<file path="config.mk">
export PLATFORM = sky130hd
export DESIGN_NAME = keypad_event_filter
export DESIGN_NICKNAME = d
export VERILOG_FILES = /design/src/rtl/keypad_event_filter.sv
export SDC_FILE = /design/constraint.sdc
export NUM_CORES = 1
export LEC_CHECK = 0
export ABC_CLOCK_PERIOD_IN_PS = 6300
export BUFFER_PORTS_ARGS = -buffer_cell sky130_fd_sc_hd__clkbuf_2
export CORE_MARGIN = 5
export CORE_UTILIZATION = 60
export CTS_CLUSTER_DIAMETER = 150
export CTS_CLUSTER_SIZE = 28
export DETAILED_ROUTE_END_ITERATION = 10
export PLACE_DENSITY = 0.84
export SYNTH_ARGS = -nofsm -noshare
export SYNTH_HDL_FRONTEND = slang
export SYNTH_SLANG_ARGS = --single-unit
</file>
<file path="constraint.sdc">
create_clock -name clk -period 6.3 [get_ports clk]
set_input_delay 0.63 -clock clk [delete_from_list [all_inputs] [get_ports clk]]
set_output_delay 0.63 -clock clk [all_outputs]
set_load 0.02 [all_outputs]
</file>
<file path="src/rtl/keypad_event_filter.sv">
// keypad_event_filter
// Turns raw keypad scanner output into clean key events. A press or a
// release is accepted only after it has been stable for DEBOUNCE_CYC
// cycles. Each accepted press gives one key_valid strobe. Keys whose bit
// is set in repeat_mask also give auto-repeat strobes: the first one
// REPEAT_DELAY cycles after the press, then one every REPEAT_PERIOD
// cycles. All outputs are registered.

module keypad_event_filter #(
  parameter int DEBOUNCE_CYC  = 2000,
  parameter int REPEAT_DELAY  = 40000,
  parameter int REPEAT_PERIOD = 10000,
  parameter int CNT_W         = 16
) (
  input  logic        clk,
  input  logic        rst_n,
  input  logic [3:0]  key_in,
  input  logic        pressed_in,
  input  logic [15:0] repeat_mask,
  output logic [3:0]  key_evt,
  output logic        key_valid,
  output logic        key_repeat,
  output logic        key_held
);

  // Terminal counts. Counters only ever compare for equality, so they
  // never wrap.
  localparam logic [CNT_W-1:0] DEB_LAST = CNT_W'(DEBOUNCE_CYC - 1);
  localparam logic [CNT_W-1:0] DLY_LAST = CNT_W'(REPEAT_DELAY - 1);
  localparam logic [CNT_W-1:0] PER_LAST = CNT_W'(REPEAT_PERIOD - 1);

  typedef enum logic [2:0] {
    S_IDLE,
    S_DEB_PRESS,
    S_HOLD,
    S_REPEAT,
    S_DEB_REL
  } state_t;

  // Synchronised scanner inputs. The FSM looks only at these.
  logic [3:0]       key_s;
  logic             pressed_s;

  state_t           state_reg, state_next;
  logic [3:0]       cand_key_reg, cand_key_next;
  logic [CNT_W-1:0] cnt_reg, cnt_next;

  logic [3:0]       key_evt_reg, key_evt_next;
  logic             key_valid_reg, key_valid_next;
  logic             key_repeat_reg, key_repeat_next;
  logic             key_held_reg, key_held_next;

  // The candidate key has been let go, or a different key has appeared.
  logic             key_lost;
  // Auto-repeat is enabled for the candidate key.
  logic             repeat_en;
  logic [15:0]      key_onehot;

  // Decode the candidate key to one-hot so it can be ANDed with repeat_mask.
  genvar gi;
  generate
    for (gi = 0; gi < 16; gi++) begin : g_key_dec
      assign key_onehot[gi] = (cand_key_reg == 4'(gi));
    end
  endgenerate

  assign repeat_en = |(repeat_mask & key_onehot);
  assign key_lost  = !pressed_s || (key_s != cand_key_reg);

  // Register the scanner outputs once before the FSM uses them.
  always_ff @(posedge clk or negedge rst_n) begin
    if (!rst_n) begin
      key_s     <= 4'd0;
      pressed_s <= 1'b0;
    end else begin
      key_s     <= key_in;
      pressed_s <= pressed_in;
    end
  end

  // State, candidate key, counter and registered outputs.
  always_ff @(posedge clk or negedge rst_n) begin
    if (!rst_n) begin
      state_reg      <= S_IDLE;
      cand_key_reg   <= 4'd0;
      cnt_reg        <= '0;
      key_evt_reg    <= 4'd0;
      key_valid_reg  <= 1'b0;
      key_repeat_reg <= 1'b0;
      key_held_reg   <= 1'b0;
    end else begin
      state_reg      <= state_next;
      cand_key_reg   <= cand_key_next;
      cnt_reg        <= cnt_next;
      key_evt_reg    <= key_evt_next;
      key_valid_reg  <= key_valid_next;
      key_repeat_reg <= key_repeat_next;
      key_held_reg   <= key_held_next;
    end
  end

  // Next-state logic: debounce, hold/repeat timing and event generation.
  always_comb begin
    state_next      = state_reg;
    cand_key_next   = cand_key_reg;
    cnt_next        = cnt_reg;
    key_evt_next    = key_evt_reg;
    key_valid_next  = 1'b0;
    key_repeat_next = 1'b0;

    case (state_reg)
      S_IDLE: begin
        if (pressed_s) begin
          cand_key_next = key_s;
          cnt_next      = '0;
          state_next    = S_DEB_PRESS;
        end
      end

      S_DEB_PRESS: begin
        if (key_lost) begin
          // Bounce or glitch: drop the candidate without an event.
          cnt_next   = '0;
          state_next = S_IDLE;
        end else if (cnt_reg == DEB_LAST) begin
          key_evt_next   = cand_key_reg;
          key_valid_next = 1'b1;
          cnt_next       = '0;
          state_next     = S_HOLD;
        end else begin
          cnt_next = cnt_reg + CNT_W'(1);
        end
      end

      S_HOLD: begin
        if (key_lost) begin
          // A new key must wait for a full release before it counts.
          cnt_next   = '0;
          state_next = S_DEB_REL;
        end else if (!repeat_en) begin
          cnt_next = '0;
        end else if (cnt_reg == DLY_LAST) begin
          key_evt_next    = cand_key_reg;
          key_valid_next  = 1'b1;
          key_repeat_next = 1'b1;
          cnt_next        = '0;
          state_next      = S_REPEAT;
        end else begin
          cnt_next = cnt_reg + CNT_W'(1);
        end
      end

      S_REPEAT: begin
        if (key_lost) begin
          cnt_next   = '0;
          state_next = S_DEB_REL;
        end else if (!repeat_en) begin
          // Repeat was disabled for this key while it was held.
          cnt_next   = '0;
          state_next = S_HOLD;
        end else if (cnt_reg == PER_LAST) begin
          key_evt_next    = cand_key_reg;
          key_valid_next  = 1'b1;
          key_repeat_next = 1'b1;
          cnt_next        = '0;
        end else begin
          cnt_next = cnt_reg + CNT_W'(1);
        end
      end

      S_DEB_REL: begin
        if (pressed_s) begin
          // Release bounce: restart the release window.
          cnt_next = '0;
        end else if (cnt_reg == DEB_LAST) begin
          cnt_next   = '0;
          state_next = S_IDLE;
        end else begin
          cnt_next = cnt_reg + CNT_W'(1);
        end
      end

      default: begin
        cnt_next   = '0;
        state_next = S_IDLE;
      end
    endcase

    key_held_next = (state_next == S_HOLD) || (state_next == S_REPEAT);
  end

  assign key_evt    = key_evt_reg;
  assign key_valid  = key_valid_reg;
  assign key_repeat = key_repeat_reg;
  assign key_held   = key_held_reg;

endmodule

</file>
==> flow_results.org <==
** Status
- The flow ran to the end, and the final reports show no timing, DRC or antenna violations.

** Timing
- The total count of hold-check failures in the final report came to 0.
- Total of endpoints with negative setup slack in the final report :: 0
- The worst path in the final design needs a cycle of 2.884 ns, including I/O delays and setup.
- Adding up every negative setup slack in the final design gives 0 ns.
- Setup repair after global routing left no endpoint under its margin.
- For the final database, setup skew stands at 0.008306 ns.
- Timing would allow up to 0.3468 GHz.
- The worst pin sits at a relative slew slack of 0.2292.
- Final max-slew violation count :: 0
- Slew of the pin with the lowest slew margin :: 1.147 ns
- Period utilization :: 0.4577

** Setup path
- Worst path slowest cell :: sky130_fd_sc_hd__nor4_2
- Endpoint of the most critical register-to-register path :: cnt_reg[5]
- Across all register-to-register paths, the minimum setup slack is 3.42 ns.
- Max stage delay on crit path :: 0.88 ns
- Worst r2r src :: cand_key_reg[1]
- Data arrival time of the critical path :: 3.15 ns
- Crit end category :: flop
- Kind of critical path :: flop to flop
- The critical path ends at cnt_reg[5].
- Required time at the endpoint of the critical path :: 6.57 ns
- The worst setup path is launched from a flop.
- Crit path top cell by count :: sky130_fd_sc_hd__nor4_2
- Beginning of the critical path :: cand_key_reg[1]
- Traced cell by cell, the critical path runs through xor2_1 -> nor4_2 -> nand3_1 -> nor4_2 -> nor3_2 -> o21ai_0.
- Critical path fanouts, max :: 15
- Counting cells, the worst reg-to-reg path comes to 6.

** Final layout
- The register with the most flip-flops in the layout has 16 of them.
- The area growth from synthesis to layout is 11.29%.
- After the last flow step, the layout net total stands at 254.
- Number of diodes added for antenna fixing :: 0
- Share of post-route cells with drive strength above 1 :: 0.2381
- The count of cells in the finished layout, fillers not included, comes to 275.
- The filler cells instantiated in the layout total 256.

** Yosys
- Yosys printed 0 warnings.
- Synthesis produced 202 cells.
- Seq cells post-synth :: 35
- Portion of the post-synthesis area used by sequential elements :: 0.4593
- Post-synthesis instance area :: 1907 sq um
- Top cell type by total area after synthesis :: sky130_fd_sc_hd__dfrtp_1
- Cell types occupying the most area after synthesis :: sky130_fd_sc_hd__dfrtp_1, sky130_fd_sc_hd__o21ai_0, sky130_fd_sc_hd__nand2_1
- Avg Inst Size Synth :: 9.440 sq um
- Share of flip-flops with an asynchronous set or reset :: 1.000
- Number of enable-type register cells in the synthesized netlist :: 0
- Predominant post-synthesis flop cell :: sky130_fd_sc_hd__dfrtp_1
- In this run, distinct cell masters in the synthesized netlist total 42.
- Net count after synthesis :: 226
- Of the post-synthesis cell area, the dominant cell type holds 0.4593.

** Pwr
- Maximum vdd drop :: 0.1522 mV
- Power spread over the standard cell area amounts to 198.0 nW/um^2.
- Leakage component of the power :: 0.9189 nW

** Hold path
- The tightest min-delay check is of the input pin to async pin type.

** Routing
- Routed vias/inst :: 5.738
- Total via count after detailed routing :: 1578
- Antenna viol nets, final :: 0
- First DRT Iteration DRCs :: 178
- Drt total wl :: 4019 um
- Pre-Repair DR Iteration Count :: 5
- Dividing the detail-routed wire length by the instance count gives 14.61 um.
- Final routed DRC violation total :: 0

** GRT
- The initial antenna violation count was 0.
- Entering global routing, the biggest net connects 36 pins.
- Combined global-route utilization of all metal layers :: 0.2172
- The first global-routing pass estimated 7162 um of wire.
- Via count of the first global-routing pass :: 1516
- After global routing the overflow that remains totals 0.

** Floorplan
- For this design the top-level I/O count stands at 30.
- Starting Density :: 0.6246
- The die is 66.38 um wide.
- In this run the vertical extent of the chip is 66.38 um.
- Core Area :: 3053 sq um
- The initialized floorplan defines 20 standard-cell rows.
- Die Footprint :: 4406 sq um

** Flow run
- Across the run, the number of max-cap violations was 0.

** Clock tree
- H-tree levels :: 2
- Clock tree synthesis found a total of 35 sinks.
- After clock tree synthesis, the clock-pin slew on the worst setup and hold paths is 0.10 ns.
- The tree is rooted in a sky130_fd_sc_hd__clkbuf_4.
- Buffers added to address setup during post-CTS repair amount to 0.
- TritonCTS clock tree :: yes
- Post-CTS repair changed the size of 0 cells.
- The later pin in the worst-skew pair is clocked with a latency of 0.35 ns.
- Counting along the longest clock path gives a buffer depth of 2.
- TritonCTS created 5 clock buffers.
- Number of buffers added to fix hold violations after cts :: 0

** Placed design
- In this run, placement finished with an instance count of 267.
- Routability-driven placement finished with a final weighted congestion of 0.8140.
- Port-buffer cells :: 29
- Detailed placement ended at an HPWL of 2969 um.
-- how the worst min path moves through the flow --
stage | from | to | slack, ns | depth (start not counted)
final | rst_n | cnt_reg[14] | 0.36 | 1
after global routing | key_in[2] | key_s[2] | 0.35 | 1
after CTS | key_in[0] | key_s[0] | 0.36 | 1
after detailed placement | key_evt[0] | key_evt[0] | 0.50 | 1
after global placement | key_evt[2] | key_evt[2] | 0.50 | 1
after floorplan | rst_n | cand_key_reg[0] | 0.33 | 0
-- Yosys cell counts, drive strengths merged, types with 4 or more instances --
cell and n:
clkbuf 4, mux2i 4, o21ai 36, buf 6, nand3 8, nand2 25, nand4 4, nor3 9
xor2 5, nor2 20, mux2 7, dfrtp 35
-- layout make-up --
type                       instances  area (sq um)  area share
clock buffer                       7         45.04     0.02123
clock inverter                     1         5.005    0.002358
inverter                           2         7.507    0.003538
multi-input combinational        155         973.4      0.4587
sequential                        35         875.8      0.4127
tap                               44         55.05     0.02594
timing repair buffer              31         160.2     0.07547
-- through the flow --
| stage | setup slack (ns) | power [mW] | instance area, sq um | hold WS (ns) | util |
|---|---|---|---|---|---|
| 6_report | 3.416 | 0.4203 | 2122 | 0.3616 | 0.6951 |
| 5_1_grt | 3.154 | 0.4425 | 2122 | 0.3511 | 0.6951 |
| 4_1_cts | 3.427 | 0.4229 | 2122 | 0.3619 | 0.6951 |
| 3_5_place_dp | 3.454 | 0.3080 | 2072 | 0.4970 | 0.6787 |
| 3_3_place_gp | 3.514 | 0.3065 | 2072 | 0.4953 | 0.6787 |
| 2_1_floorplan | 4.014 | 0.2902 | 1907 | 0.3344 | - |
-- cells in the final DEF, fill, tap and decap left out, types with 2 or more instances in the layout --
cell and n:
sky130_fd_sc_hd__a21oi_1 2, sky130_fd_sc_hd__and2_1 3, sky130_fd_sc_hd__buf_4 2, sky130_fd_sc_hd__clkbuf_1 2
sky130_fd_sc_hd__clkbuf_2 29, sky130_fd_sc_hd__clkbuf_4 5, sky130_fd_sc_hd__dfrtp_1 35, sky130_fd_sc_hd__inv_1 2
sky130_fd_sc_hd__mux2_2 7, sky130_fd_sc_hd__mux2i_1 4, sky130_fd_sc_hd__mux4_2 2, sky130_fd_sc_hd__nand2_1 25
sky130_fd_sc_hd__nand3_1 8, sky130_fd_sc_hd__nand3b_1 2, sky130_fd_sc_hd__nand4_1 4, sky130_fd_sc_hd__nor2_1 20
sky130_fd_sc_hd__nor2b_1 2, sky130_fd_sc_hd__nor3_1 8, sky130_fd_sc_hd__nor3b_1 2, sky130_fd_sc_hd__nor4_2 2
sky130_fd_sc_hd__o21ai_0 27, sky130_fd_sc_hd__o21ai_1 9, sky130_fd_sc_hd__or2_2 2, sky130_fd_sc_hd__xnor2_1 3
sky130_fd_sc_hd__xor2_1 5
-- layer usage --
layer / vias to the layer above / wire length, um / GRT usage
met2: 59 / 1870 / 0.3247
met1: 739 / 1747 / 0.2848
met5: - / 0 / 0
met4: 0 / 103 / 0.08629
li1: 772 / - / -
met3: 8 / 298 / 0.07823
-- report_power, final --
| part | internal [mW] | switching, mW |
|---|---|---|
| Sequential | 0.233 | 0.0165 |
| Combinational | 0.0277 | 0.0266 |
| Clock | 0.0434 | 0.0736 |
| Total | 0.304 | 0.117 |
-- worst max-delay path, delay by kind of cell (launching register included) --
family           cells  cell delay, ns
flip-flops           1            0.50
XOR/XNOR             1            0.22
AO/OA/AOI/OAI        1            0.25
AND/OR/NAND/NOR      4            1.82
-- logic make-up after synthesis --
family / count (synthesis) / synth area share
compound gates: 46 / 0.1457
mux: 13 / 0.08596
simple gates: 87 / 0.2356
flops: 35 / 0.4593
xor+xnor: 8 / 0.03675
fa+ha+maj: 1 / 0.006561
buf+inv: 12 / 0.03018
Note: power is estimated with default switching activity, not from simulation.
